File: config.mk
export PLATFORM = sky130hd
export DESIGN_NAME = mem_port_retimer
export DESIGN_NICKNAME = d
export VERILOG_FILES = /design/src/rtl/mem_retimer_pkg.sv /design/src/rtl/mem_retimer_ch.sv /design/src/rtl/mem_port_retimer.sv
export SDC_FILE = /design/constraint.sdc
export NUM_CORES = 1
export LEC_CHECK = 0
export BUFFER_PORTS_ARGS = -buffer_cell sky130_fd_sc_hd__buf_2
export CELL_PAD_IN_SITES_DETAIL_PLACEMENT = 2
export CELL_PAD_IN_SITES_GLOBAL_PLACEMENT = 2
export CORE_AREA = 2 2 455 457
export CTS_CLUSTER_DIAMETER = 100
export DETAILED_ROUTE_END_ITERATION = 10
export DIE_AREA = 0 0 457 459
export GPL_ROUTABILITY_DRIVEN = 0
export HOLD_SLACK_MARGIN = 0.1
export PLACE_DENSITY = 0.38
export SLEW_MARGIN = 15
export SYNTH_ARGS = -nofsm -noshare
export SYNTH_HDL_FRONTEND = slang
export SYNTH_SLANG_ARGS = --single-unit
export TNS_END_PERCENT = 1
File: constraint.sdc
create_clock -name clk -period 10.1 [get_ports clk]
set_input_delay 0.505 -clock clk [delete_from_list [all_inputs] [get_ports clk]]
set_output_delay 0.505 -clock clk [all_outputs]
set_load 0.005 [all_outputs]
File: src/rtl/mem_retimer_pkg.sv
// Shared types and limits for the memory port retimer.
// Imported by the per-channel engine and the multi-channel top.
package mem_retimer_pkg;

    typedef enum logic [1:0] {
        IDLE,
        REQ,
        DRAIN
    } ch_state_e;

    localparam int LAT_MIN = 1;
    localparam int LAT_MAX = 4;

    function automatic bit lat_ok(input int lat);
        return (lat >= LAT_MIN) && (lat <= LAT_MAX);
    endfunction

endpackage

File: src/rtl/mem_retimer_ch.sv
// One retiming channel: request masking FSM, timeout counter,
// response delay line and sticky error flags.
module mem_retimer_ch
    import mem_retimer_pkg::*;
#(
    parameter int DW   = 128,
    parameter int LAT  = 1,
    parameter int TO_W = 10
) (
    input  logic          clk,
    input  logic          proc_reset,
    input  logic          c_read,
    input  logic          c_write,
    output logic [DW-1:0] c_rdata,
    output logic          c_ready,
    output logic          m_read,
    output logic          m_write,
    input  logic [DW-1:0] m_rdata,
    input  logic          m_ready,
    input  logic          err_clear,
    output logic          err_timeout,
    output logic          err_proto
);

    if (!lat_ok(LAT)) begin : g_bad_lat
        $error("mem_retimer_ch: LAT out of range 1..4");
    end

    ch_state_e       state;
    ch_state_e       state_nx;
    logic [TO_W-1:0] cnt;
    logic [TO_W-1:0] cnt_nx;
    logic [LAT-1:0]  rdy_pipe;
    logic [DW-1:0]   data_pipe [LAT];
    logic            launch;
    logic            to_set;
    logic            pe_set;
    logic            req;
    logic            clash;

    assign req     = c_read | c_write;
    assign clash   = c_read & c_write;
    assign c_ready = rdy_pipe[LAT-1];
    assign c_rdata = data_pipe[LAT-1];

    always_comb begin
        state_nx = state;
        cnt_nx   = cnt;
        launch   = 1'b0;
        to_set   = 1'b0;
        pe_set   = 1'b0;
        m_read   = 1'b0;
        m_write  = 1'b0;
        unique case (state)
            IDLE: begin
                m_read  = c_read & ~c_write;
                m_write = c_write;
                pe_set  = m_ready | clash;
                if (req) state_nx = REQ;
            end
            REQ: begin
                m_read  = c_read & ~c_write;
                m_write = c_write;
                pe_set  = clash;
                if (m_ready) begin
                    launch   = 1'b1;
                    cnt_nx   = '0;
                    state_nx = DRAIN;
                end else if (!req) begin
                    cnt_nx   = '0;
                    state_nx = IDLE;
                end else begin
                    // Saturating: the flag keeps re-arming while stuck.
                    cnt_nx = (&cnt) ? cnt : cnt + 1'b1;
                    to_set = &cnt_nx;
                end
            end
            DRAIN: begin
                pe_set = m_ready;
                if (c_ready) state_nx = IDLE;
            end
            default: state_nx = IDLE;
        endcase
        if (proc_reset) begin
            m_read  = 1'b0;
            m_write = 1'b0;
        end
    end

    always_ff @(posedge clk or posedge proc_reset) begin
        if (proc_reset) begin
            state       <= IDLE;
            cnt         <= '0;
            err_timeout <= 1'b0;
            err_proto   <= 1'b0;
            rdy_pipe    <= '0;
            for (int i = 0; i < LAT; i++) data_pipe[i] <= '0;
        end else begin
            state       <= state_nx;
            cnt         <= cnt_nx;
            err_timeout <= to_set | (err_timeout & ~err_clear);
            err_proto   <= pe_set | (err_proto & ~err_clear);
            rdy_pipe[0]  <= launch;
            data_pipe[0] <= m_rdata;
            for (int i = 1; i < LAT; i++) begin
                rdy_pipe[i]  <= rdy_pipe[i-1];
                data_pipe[i] <= data_pipe[i-1];
            end
        end
    end

endmodule

File: src/rtl/mem_port_retimer.sv
// Multi-channel retiming bridge between cache mem ports and slow memory.
// ch0 = D-cache, ch1 = I-cache; channels never interact.
module mem_port_retimer
    import mem_retimer_pkg::*;
#(
    parameter int NCH  = 2,
    parameter int DW   = 128,
    parameter int AW   = 28,
    parameter int LAT  = 1,
    parameter int TO_W = 10
) (
    input  logic              clk,
    input  logic              proc_reset,
    input  logic [NCH-1:0]    c_read,
    input  logic [NCH-1:0]    c_write,
    input  logic [NCH*AW-1:0] c_addr,
    input  logic [NCH*DW-1:0] c_wdata,
    output logic [NCH*DW-1:0] c_rdata,
    output logic [NCH-1:0]    c_ready,
    output logic [NCH-1:0]    m_read,
    output logic [NCH-1:0]    m_write,
    output logic [NCH*AW-1:0] m_addr,
    output logic [NCH*DW-1:0] m_wdata,
    input  logic [NCH*DW-1:0] m_rdata,
    input  logic [NCH-1:0]    m_ready,
    output logic [NCH-1:0]    err_timeout,
    output logic [NCH-1:0]    err_proto,
    input  logic              err_clear
);

    assign m_addr  = c_addr;
    assign m_wdata = c_wdata;

    for (genvar k = 0; k < NCH; k++) begin : g_ch
        mem_retimer_ch #(
            .DW  (DW),
            .LAT (LAT),
            .TO_W(TO_W)
        ) u_ch (
            .clk        (clk),
            .proc_reset (proc_reset),
            .c_read     (c_read[k]),
            .c_write    (c_write[k]),
            .c_rdata    (c_rdata[k*DW +: DW]),
            .c_ready    (c_ready[k]),
            .m_read     (m_read[k]),
            .m_write    (m_write[k]),
            .m_rdata    (m_rdata[k*DW +: DW]),
            .m_ready    (m_ready[k]),
            .err_clear  (err_clear),
            .err_timeout(err_timeout[k]),
            .err_proto  (err_proto[k])
        );
    end

endmodule
== Yosys cells after proc, flatten, opt, wreduce, memory -nomap -nowiden ==
Cells that the tools add are included.

* Bits in registers: 286
* Input bits: 577
* Output and inout port bits: 578
* Logic and storage cells: 89

* $add $sub $neg: 2
* Eq/ne operators: 10
* Muxes and demuxes: 36
* Bitwise operators: 19
* Reduce and logical (&&, ||, !) cells: 10

{| class="wikitable"
|+ Operators by type and width
! kind !! count
|-
| 2-to-1 mux 10 bit || 6
|-
| AND reduction 10 bit || 4
|-
| adder 10 x 1 -> 10 bit (second input constant) || 2
|-
| 2-to-1 mux 1 bit || 18
|-
| 2-to-1 mux 2 bit || 8
|-
| one-hot mux 2 bit (3 select lines) || 2
|-
| bitwise AND 1 bit || 8
|-
| != test 2 x 1 -> 1 bit (second input constant) || 4
|-
| bitwise OR 1 bit || 8
|-
| != test 3 bit (second input constant) || 2
|-
| one-hot mux 1 bit (3 select lines) || 2
|-
| AND reduction 3 bit || 2
|-
| == test 2 x 1 -> 1 bit (second input constant) || 2
|-
| == test 2 bit (second input constant) || 2
|-
| logical NOT 2 bit || 2
|-
| OR reduction 2 bit || 2
|-
| NOT 1 bit || 3
|}

== Logic depth before layout (Yosys ltp) ==
* Depth in word-level cells: 7
* Gate-level depth with buffers: 7
* Gate-level depth less buffers: 6

== By module ==
Synthesis repeated with hierarchy kept, for this count alone.

* Cells, all modules: 774
* Area, all modules: 10567.6 sq um

{| class="wikitable"
|+ By module, submodules not included
! module !! instances !! cells each !! area an instance (sq um) !! sequential area each (sq um)
|-
| mem_retimer_ch || 2 || 231 || 4112.7 || 3578.4
|-
| mem_port_retimer || 1 || 312 || 2342.2 || 0.0
|}

== Least setup slack after synthesis ==
OpenSTA, ideal clock, no wires.

* Path type: flip-flop to flip-flop
* Start point: register g_ch[1].u_ch.cnt[0]
* End point: register g_ch[1].u_ch.err_timeout
* Library setup time: 101 ps
* Data arrival time: 2171 ps
* Required time: 9999 ps
* Slack: 7828 ps
* Cell stages (with the launch flop): 8
* Buffers on the path: 1
* Period minus slack after synthesis: 2272 ps
* Cell sequence: dfrtp_1 -> ha_1 -> buf_2 -> and3_2 -> and4b_1 -> or3_1 -> or4_1 -> o32ai_1

* Cells in the longest elaborated chain, start to end: 7
* Elaborated cells on any way between the ends: 8
* Those cells by class: add/sub: 1; mux: 4; bitwise: 1; reduce/logical: 2

{| class="wikitable"
|+ Ends and longest elaborated chain
! element !! line !! text
|-
| from (decl) || mem_retimer_ch.sv:31 || <nowiki>logic [TO_W-1:0] cnt;</nowiki>
|-
| from (signal assigned) || mem_retimer_ch.sv:100 || <nowiki>cnt <= cnt_nx;</nowiki>
|-
| adder 10 x 1 -> 10 bit / AND reduction 10 bit (equally long branches) || mem_retimer_ch.sv:74 || <nowiki>cnt_nx = (&cnt) ? cnt : cnt + 1'b1;</nowiki>
|-
| 2-to-1 mux 10 bit * || mem_retimer_ch.sv:74 ||
|-
| AND reduction 10 bit * || mem_retimer_ch.sv:75 || <nowiki>to_set = &cnt_nx;</nowiki>
|-
| 2-to-1 mux 1 bit * || mem_retimer_ch.sv:69 || <nowiki>end else if (!req) begin</nowiki>
|-
| 2-to-1 mux 1 bit * || mem_retimer_ch.sv:65 || <nowiki>if (m_ready) begin</nowiki>
|-
| 2-to-1 mux 1 bit * || mem_retimer_ch.sv:54 || <nowiki>unique case (state)</nowiki>
|-
| bitwise OR 1 bit * || mem_retimer_ch.sv:101 || <nowiki>err_timeout <= to_set | (err_timeout & ~err_clear);</nowiki>
|-
| to (signal assigned) || mem_retimer_ch.sv:101 ||
|-
| to (decl) || mem_retimer_ch.sv:21 || <nowiki>output logic err_timeout,</nowiki>
|}

Every way passes the cells marked *; elsewhere a longest branch is shown, timed or not.
A chain may end at the register's enable or synchronous reset.

==> metrics.md <==
| Metric | Value |
|---|---|
| CP top delay family | `buffers and inverters` |
| VDD IR max | `roughly 0.00012 V` |
| Top FF cell, synth | `dfrtp_1` |
| Core area | `a little over 200,000 µm²` |
| Setup crit start | `proc_reset` |
| Width of the die | `between 400 and 500 µm` |
| Clock sink total | `roughly 290` |
| Internal | `roughly 2.4 mW` |
| Largest net degree at the start of global routing | `89` |
| CP Launch Type | `input pin` |
| Static leakage | `roughly 7.7 nW` |
| Tcrit/Tclk final | `~29%` |
| # Post-CTS Setup Buffers | `0` |
| Number of global-route vias before repair | `approximately 9,400` |
| Crit. End Element | `async pin` |
| Max-Cap Viols | `0` |
| Crit path buf inv count | `5` |
| Longest Clk Path Bufs | `3` |
| Comb pwr share | `between 10% and 20%` |
| # IOs | `1,155` |
| Setup CP Type | `in -> async` |
| Grt ovf | `0` |
| Hold slack | `about 0.21 ns` |
| Switching pwr | `~0.92 mW` |
| Die Ht | `approximately 460 µm` |
| Tmin final | `between 2 and 3 ns` |
| Status | `finished, final reports clean` |
| Netlist cell types | `49` |
| Starting DRT DRC Count | `between 200 and 300` |
| Crit path max fanout | `88` |
| Min-delay worst type | `in -> reg` |
| Final hold viol count | `0` |
| Reg2Reg Setup Slack | `between 7 and 8 ns` |
| Initial antenna violation count | `55` |
| Setup_tns | `0 ns` |
| Input/output buffers | `530` |
| Ys Warns | `0` |
| Stages on the worst setup path | `5` |
| Number of enable flip-flop cells after synthesis | `0` |
| Power Total | `3.32 mW` |
| Post-CTS sizing | `0` |
| Switching Share | `about 28%` |
| Vias per inst | `~2` |
| Worst-path cell chain | `dlygate4sd3_1 > buf_2 > inv_8 > buf_4 > buf_4` |
| Sequential power share | `38.3%` |
| Asr flop ratio synth | `100%` |
| Post-synth top cells | `buf_4, dfrtp_1, nand2_1` |
| Row count | `167` |
| DRT antenna net count | `0` |
| Fmax | `around 350 MHz` |
| CP max-delay cell | `buf_4` |
| # nets final | `roughly 1,900` |
| Reg2reg end | `g_ch[1].u_ch.err_timeout` |
| Clock tree from TritonCTS | `built` |
| CP required | `10.71 ns` |
| Mapped Area | `around 11,000 µm²` |
| Crit path top cell by count | `buf_4` |
| Vias after detailed routing | `between 8,000 and 9,000` |
| Cells after Synth | `slightly below 800` |
| Max stage delay on crit path | `a little under 0.8 ns` |
| Residual DRC | `0` |
| Slew Viols, Final | `0` |
| Synth top area cells | `dfrtp_1, buf_4, nand2_1` |
| Sequential share of the synthesized area | `between 60% and 70%` |
| H-tree depth | `2` |
| Unrepaired setup endpoints after global routing | `false` |
| Root buffer cell | `clkbuf_16` |
| Clk pwr share | `between 50% and 60%` |
| Yosys top cell by area | `dfrtp_1` |
| Clk Latency, worst-skew pair | `roughly 0.66 ns` |
| Most frequent cell after synthesis | `buf_4` |
| Syn_nets | `1,359` |
| Worst Tran Pin Value | `between 0.9 and 1 ns` |
| Hold Crit Start | `err_clear` |
| Synth-to-Final Area Change | `73.9%` |
| First-pass GRT wire length | `roughly 110,000 µm` |
| PwrDens | `about 180 nW/µm²` |
| Setup crit end | `g_ch[1].u_ch.c_rdata[54]` |
| Clk pin slew, worst setup/hold paths | `0.05 ns` |
| Gr usage total | `slightly below 8%` |
| Post-Route WL | `about 86,000 µm` |
| HPWL Detailed | `roughly 73,000 µm` |
| Synth top area share | `slightly below 70%` |
| Die ar. | `between 200,000 and 250,000 µm²` |
| Synthesis-stage register bit count | `about 290` |
| Slew HR | `approximately 37%` |
| Syn Area/Cell | `13.6 µm²` |
| Initial core utilization | `5.16%` |
| Worst reg2reg path depth | `5` |
| Layout cell share with drive strength beyond 1 | `46.4%` |
| 1st-pass router iterations | `4` |
| Clock skew | `around 0.037 ns` |
| Worst Path Arrival | `roughly 3.5 ns` |
| FF-to-FF Start | `g_ch[1].u_ch.state[1]` |
| Final setup violating endpoints | `0` |
| DR WL/cell | `approximately 21 µm` |
| Cts bufs inserted | `45` |
[final cells by class]
type                       count  area, µm²
fill                       24100     187000
timing repair buffer         797       5310
antenna                       19       47.5
clock buffer                  60       1240
inverter                      10       45.0
multi-input combinational    154        946
clock inverter                20        303
tap                         2704       3380
sequential                   286       7160
[cells in the final DEF, fill, tap and decap left out, types with 10 or more instances in the layout]
| cell | count |
|---|---|
| a21oi_1 | 15 |
| a31oi_1 | 10 |
| buf_2 | 530 |
| clkbuf_16 | 45 |
| dfrtp_1 | 286 |
| diode_2 | 19 |
| dlygate4sd3_1 | 262 |
| nand2_1 | 21 |
| nand3_1 | 10 |
| o21ai_0 | 15 |
[state kept, by name, summed over array words and instances (netlist names)]
signal and cells:
g_ch.u_ch.c_ready 2, g_ch.u_ch.err_timeout 2, g_ch.u_ch.cnt 20, g_ch.u_ch.state 4
g_ch.u_ch.c_rdata 256, g_ch.u_ch.err_proto 2
[kinds of logic (layout without fill, tap and decap cells)]
group | after synthesis | count (layout) | share of synthesized area, %
AOI/OAI and AO/OA | 64 | 64 | 3.88
and+or+nand+nor | 82 | 82 | 4.23
other | 0 | 19 | 0
DFF | 286 | 286 | 67.5
adders and majority gates | 2 | 2 | 0.236
buffers and inverters | 340 | 887 | 23.6
xor gates and xnor gates | 3 | 3 | 0.248
muxes | 3 | 3 | 0.283
[layer usage]
layer  up-vias  track usage (%)  wire (µm)
met4        20             6.21       7240
met5         -           0.0230        138
met1      3828             6.47      23900
met3       329             5.83      14500
met2       782             12.9      39900
li1       3259                -          -
[how the worst min path moves through the flow]
| stage | to | depth (start not counted) |
|---|---|---|
| after floorplan | g_ch[1].u_ch.state[0] | 1 |
| after CTS | g_ch[0].u_ch.err_timeout | 2 |
| after detailed placement | g_ch[0].u_ch.state[0] | 1 |
| after global placement | g_ch[1].u_ch.state[0] | 1 |
| final | g_ch[1].u_ch.err_timeout | 2 |
| after global routing | g_ch[0].u_ch.err_timeout | 2 |
[timing repair]
| item | CTS | global route |
|---|---|---|
| endpoints found under the setup margin | 0 | 0 |
| endpoints found under the hold margin | 347 | 0 |
| hold buffers | 262 | 0 |
[metrics by stage]
stage          instances  setup slack [ns]  util (%)  cell area [µm²]
6_report            4050              7.21      8.97            18400
5_1_grt             4039              6.83      8.95            18400
4_1_cts             4031              7.07      8.94            18400
3_5_place_dp        3689              7.02      6.92            14200
3_3_place_gp        3689              7.07      6.92            14200
2_1_floorplan        780              1.70         -            10600
[power groups by stage]
stage / logic, mW / clock network [mW] / registers (mW)
finish: 0.381 / 1.67 / 1.27
global route: 0.423 / 1.79 / 1.28
CTS: 0.402 / 1.77 / 1.27
detailed placement: 0.301 / 0 / 1.29
global placement: 0.300 / 0 / 1.29
floorplan: 0.201 / 0 / 1.28
Power figures use the tool's default switching activity.
